**src/rtl/cordic_req_arbiter.sv**
```systemverilog
// Round-robin front end that shares one CORDIC_COS_SIN pipeline among NUM_REQ requesters.
// A tag shift register follows each issue through the pipeline so results return to their issuer.
module cordic_req_arbiter #(
    parameter int NUM_REQ     = 4,
    parameter int DATA_WIDTH  = 16,
    parameter int PHASE_WIDTH = 32,
    parameter int LATENCY     = 17,
    parameter int X_INIT      = 39797
) (
    input  logic                           clk,
    input  logic                           rst,
    input  logic                           enable,
    input  logic [NUM_REQ-1:0]             req_valid,
    output logic [NUM_REQ-1:0]             req_ready,
    input  logic [NUM_REQ*PHASE_WIDTH-1:0] req_phase,
    output logic                           cor_en,
    output logic [DATA_WIDTH-1:0]          cor_x0,
    output logic [DATA_WIDTH-1:0]          cor_y0,
    output logic [PHASE_WIDTH-1:0]         cor_phase,
    input  logic                           cor_valid,
    input  logic [DATA_WIDTH:0]            cor_cos,
    input  logic [DATA_WIDTH:0]            cor_sin,
    output logic [NUM_REQ-1:0]             rsp_valid,
    output logic [DATA_WIDTH:0]            rsp_cos,
    output logic [DATA_WIDTH:0]            rsp_sin,
    output logic [$clog2(LATENCY+2)-1:0]   inflight,
    output logic                           err
);

    localparam int IDX_W = $clog2(NUM_REQ);
    localparam int CNT_W = $clog2(LATENCY + 2);
    localparam int QW    = $clog2(LATENCY + 1);

    logic [IDX_W-1:0]   ptr;
    logic [IDX_W-1:0]   cand;
    logic [IDX_W-1:0]   grant_idx;
    logic               grant_any;
    logic [IDX_W-1:0]   issue_idx;
    logic [LATENCY-1:0] tag_vld;
    logic [IDX_W-1:0]   tag_idx [LATENCY];
    logic               tail_vld;
    logic [IDX_W-1:0]   tail_idx;
    logic [QW-1:0]      quiet;

    assign cor_x0   = DATA_WIDTH'(X_INIT);
    assign cor_y0   = '0;
    assign tail_vld = tag_vld[LATENCY-1];
    assign tail_idx = tag_idx[LATENCY-1];

    always_comb begin
        grant_any = 1'b0;
        grant_idx = '0;
        cand      = '0;
        req_ready = '0;
        if (enable && !rst) begin
            for (int unsigned n = 0; n < NUM_REQ; n++) begin
                cand = IDX_W'((32'(ptr) + n) % NUM_REQ);
                if (!grant_any && req_valid[cand]) begin
                    grant_any = 1'b1;
                    grant_idx = cand;
                end
            end
            if (grant_any) req_ready[grant_idx] = 1'b1;
        end
    end

    // Index half of the tag pipe needs no reset; only the valid bits matter.
    always_ff @(posedge clk) begin
        tag_idx[0] <= issue_idx;
        for (int unsigned i = 1; i < LATENCY; i++) tag_idx[i] <= tag_idx[i-1];
    end

    always_ff @(posedge clk) begin
        if (rst) begin
            ptr       <= '0;
            cor_en    <= 1'b0;
            cor_phase <= '0;
            issue_idx <= '0;
            tag_vld   <= '0;
            rsp_valid <= '0;
            rsp_cos   <= '0;
            rsp_sin   <= '0;
            inflight  <= '0;
            err       <= 1'b0;
            quiet     <= QW'(LATENCY);
        end else begin
            cor_en <= grant_any;
            if (grant_any) begin
                cor_phase <= req_phase[grant_idx*PHASE_WIDTH +: PHASE_WIDTH];
                issue_idx <= grant_idx;
                ptr       <= (32'(grant_idx) == NUM_REQ - 1) ? '0 : grant_idx + 1'b1;
            end

            tag_vld <= {tag_vld[LATENCY-2:0], cor_en};

            rsp_valid <= '0;
            if (cor_valid && tail_vld) begin
                rsp_valid[tail_idx] <= 1'b1;
                rsp_cos             <= cor_cos;
                rsp_sin             <= cor_sin;
            end

            // Results of pre-reset issues may still emerge for LATENCY cycles; don't flag them.
            if ((cor_valid && !tail_vld && quiet == '0) || (tail_vld && !cor_valid)) err <= 1'b1;
            if (quiet != '0) quiet <= quiet - 1'b1;

            case ({grant_any, tail_vld})
                2'b10: if (inflight != CNT_W'(LATENCY + 1)) inflight <= inflight + 1'b1;
                2'b01: if (inflight != '0) inflight <= inflight - 1'b1;
                default: ;
            endcase
        end
    end

endmodule

```
**config.mk**
```make
export PLATFORM = sky130hd
export DESIGN_NAME = cordic_req_arbiter
export DESIGN_NICKNAME = d
export VERILOG_FILES = /design/src/rtl/cordic_req_arbiter.sv
export SDC_FILE = /design/constraint.sdc
export NUM_CORES = 1
export LEC_CHECK = 0
export BUFFER_PORTS_ARGS = -buffer_cell sky130_fd_sc_hd__buf_2
export CORE_MARGIN = 4
export CORE_UTILIZATION = 46
export CTS_CLUSTER_SIZE = 10
export DETAILED_ROUTE_END_ITERATION = 8
export PLACE_DENSITY = 0.81
export RECOVER_POWER = 25
export SYNTH_ARGS = -nofsm -noshare
export SYNTH_HDL_FRONTEND = slang
export SYNTH_SLANG_ARGS = --single-unit
```
**constraint.sdc**
```tcl
create_clock -name clk -period 2.95 [get_ports clk]
set_input_delay 0.4425 -clock clk [delete_from_list [all_inputs] [get_ports clk]]
set_output_delay 0.4425 -clock clk [all_outputs]
set_load 0.05 [all_outputs]
```
==> results.md <==
* Hold/Removal Path Class: in2reg
* Die area at between 10000 and 15000 sq um
* Synth cell types at between 40 and 50
* RSZ-0062 raised after global routing: false
* Hold Crit Depth at 3
* Worst setup SP type: flip-flop
* 1st-pass router iterations at 4
* Leakage Power at approximately 3.5 nW
* Non-filler cells, final at between 1000 and 1500
* Crit Path Class: reg2out
* Setup Buffers After CTS at 0
* Gr ovfl total at 0
* R2r setup slk at 710 ps
* Max clock buf depth at 2
* Synth Area in Adders at 0.00668
* Vias in the first global route at between 4000 and 5000
* CTS tree: yes
* Total CTS buffers at 17
* # IOs at around 280
* Die X at around 120 microns
* # nets final at a little over 1000
* Total number of vias at 5017
* Final setup vio count at 0
* Post-synthesis xor/xnor area fraction at 0.0109
* R2R depth at 7
* VDD IR-drop max at roughly 350 uV
* Total core area at 12000 sq um
* Cells after Synth at between 600 and 700
* Slew margin rel. at 0.0235
* PD cells at about 700 nW/um^2
* Antenna Nets Post-Route at 0
* Layout Area Growth over Synthesis at 33.2%
* Commonest cells after routing, fill and taps aside: 249 x buf_2, 137 x dfxtp_1, 113 x nand2_1
* Antenna violations before repair at 2
* Gr usage total at 0.209
* Post-layout minimum cycle time at between 2000 and 3000 ps
* Port bufs at 250
* Root Driver: clkbuf_16
* Measured slew at the worst slew-check pin at about 1500 ps
* Placed Area at roughly 6800 sq um
* # rows at 40
* Outcome: completed
* Final core occ at 0.626
* Largest family of logic cells by synthesized area: compound AO/OA/AOI/OAI gates
* Flops & latches, synth at between 100 and 150
* CP Capture Type: output port
* Post-route DRC violation count at 0
* # resized after CTS at 0
* Synth warnings at 0
* GPL Wtd Cong at 0.801
* TNS Setup at 0 ps
* WP data required at 2510 ps
* H-tree depth at 4
* Cts hold-fix bufs at 0
* Drt via density at between 4 and 5
* Initial Utilization at 0.470
* First-pass GRT wire length at roughly 24 mm
* Avg Cell Area, Syn at roughly 9 sq um
* Slew Viols, Final at 0
* R2r endpoint: inflight[4]$_SDFFE_PP0P_
* Final Cycle Share at 0.931
* WL per Instance at 14.6 microns
* Worst-path clk slew at 60 ps
* RR Startpoint: tag_vld[16]$_SDFF_PP0_
* Simple-Gate Fraction of Synth Area at 0.172
* Inst Count DP at 986
* Die Ht at roughly 120 microns
* Skew final at slightly above 8 ps
* Fraction of the mapped netlist area in compound gates at 0.175
* Fmax at around 360 MHz
* Largest net degree at the start of global routing at ~70
* Hpwl dp at roughly 11 mm
* Fillers at 1028
* WP data arrival at between 2000 and 2500 ps
* Seq/Total Area, Yosys at 0.488
* Share of cells above drive strength 1 at 0.340
* CP Max Fanout at 5
* Total power at 5.17 mW
* Mapped Area at roughly 5600 sq um
* Worst Hold End: rsp_cos[3]$_SDFFE_PP0P_
* Max-cap violations at 0
* Hold Startpoint: cor_cos[3]
* Drt first-iter violations at 250
* Mux contribution to synthesized area at 0.0646
* Post-route cell area at 7480 sq um
* Most common cell after layout, fill and taps aside: buf_2
* # clock sinks at about 140
* WL final at between 10 and 15 mm
* Final hold violations at 0
* Clk_lat worst skew at around 410 ps
[state kept, by name, summed over array words and instances, names as in the netlist]
| name | flops |
|---|---|
| cor_phase | 32 |
| rsp_valid | 4 |
| tag_vld | 17 |
| issue_idx | 2 |
| cor_en | 1 |
| rsp_cos | 17 |
| ptr | 2 |
| tag_idx | 34 |
| inflight | 5 |
| err | 1 |
| rsp_sin | 17 |
| quiet | 5 |
[through the flow]
step                worst slack [ps]  hold WS [ps]
detailed placement               281           312
finish                           204           275
floorplan                        104           310
CTS                              105           255
global placement                 326           310
global route                    71.7           264
[synth_stat cells]
library cell / number / area (sq um)
o21ai_2: 1 / 8.76
ha_1: 3 / 37.5
a2111oi_0: 1 / 8.76
a221oi_1: 1 / 8.76
o21ai_1: 30 / 150
a31oi_2: 1 / 12.5
inv_1: 8 / 30.0
nand2b_1: 3 / 18.8
nor3b_1: 2 / 15.0
a21o_1: 1 / 7.51
o31ai_1: 1 / 7.51
o211ai_1: 32 / 240
conb_1: 2 / 7.51
mux2_1: 2 / 22.5
nand3_1: 1 / 5.00
nor3_1: 8 / 40.0
o31a_1: 1 / 8.76
or2_1: 1 / 6.26
nor4_1: 1 / 6.26
nand2_1: 113 / 424
a32o_1: 1 / 10.0
a21boi_0: 32 / 240
a21oi_1: 42 / 210
clkbuf_1: 36 / 135
buf_2: 10 / 50.1
or3_1: 2 / 12.5
and4_1: 1 / 8.76
and3_1: 34 / 213
o21ai_0: 3 / 15.0
nor2_1: 9 / 33.8
o221ai_1: 1 / 8.76
o22a_1: 1 / 8.76
inv_2: 1 / 3.75
o41ai_4: 1 / 27.5
buf_4: 32 / 240
nor2b_1: 20 / 125
dfxtp_1: 137 / 2740
and2_1: 4 / 25.0
xnor2_1: 7 / 61.3
nor4b_1: 3 / 26.3
nand3b_1: 1 / 7.51
a22oi_1: 1 / 7.51
mux2i_1: 34 / 340
[worst max-delay path by stage]
stage / start / to / slack [ps] / cells past startpoint
finish: ptr[1]$_SDFFE_PP0P_ / req_ready[0] / 200 / 5
detailed placement: req_valid[1] / inflight[4]$_SDFFE_PP0P_ / 280 / 9
global route: ptr[1]$_SDFFE_PP0P_ / req_ready[0] / 70 / 5
floorplan: req_valid[0] / req_ready[0] / 100 / 6
CTS: ptr[1]$_SDFFE_PP0P_ / req_ready[0] / 100 / 5
global placement: req_valid[1] / inflight[4]$_SDFFE_PP0P_ / 330 / 9
[cell families (layout without fill, tap and decap cells)]
logic type | Yosys count | after routing
other cells | 2 | 33
flops | 137 | 137
simple gates | 203 | 203
mux | 36 | 36
fa+ha+maj | 3 | 3
xor+xnor | 7 | 7
buf+inv | 87 | 302
compound gates | 151 | 151
[layout make-up]
| class | count | area (sq um) | share of cell area |
|---|---|---|---|
| inverters | 9 | 33.8 | 0.00452 |
| multi-input cells | 432 | 2540 | 0.339 |
| clock inverters | 14 | 209 | 0.0279 |
| flip-flops and latches | 137 | 2740 | 0.367 |
| diodes | 1 | 2.50 | 0.000334 |
| clock buffers | 18 | 439 | 0.0587 |
| repair buffers | 261 | 1340 | 0.178 |
| well taps | 147 | 184 | 0.0246 |
[power breakdown]
part,internal [mW],leakage [nW],switching [mW]
registers,1.96,1.12,0.0571
logic,0.286,2.11,0.586
clock network,1.46,0.315,0.818
total,3.71,3.54,1.46
[per-layer routing]
layer	global-route usage	wire (microns)	part of all wire	up-vias
li1	-	-	-	2542
met1	0.238	6050	0.41	2259
met2	0.367	7450	0.50	193
met3	0.0641	1080	0.073	21
met4	0.0775	306	0.021	2
met5	0	20	0.0013	-
[critical path, cell delays in order, from the launching register on]
cell      delay, ps
dfxtp_1         420
nand2_1         100
a221oi_1        460
or2_1           190
nor3b_1         380
buf_2           350
Power figures use the tool's default switching activity.
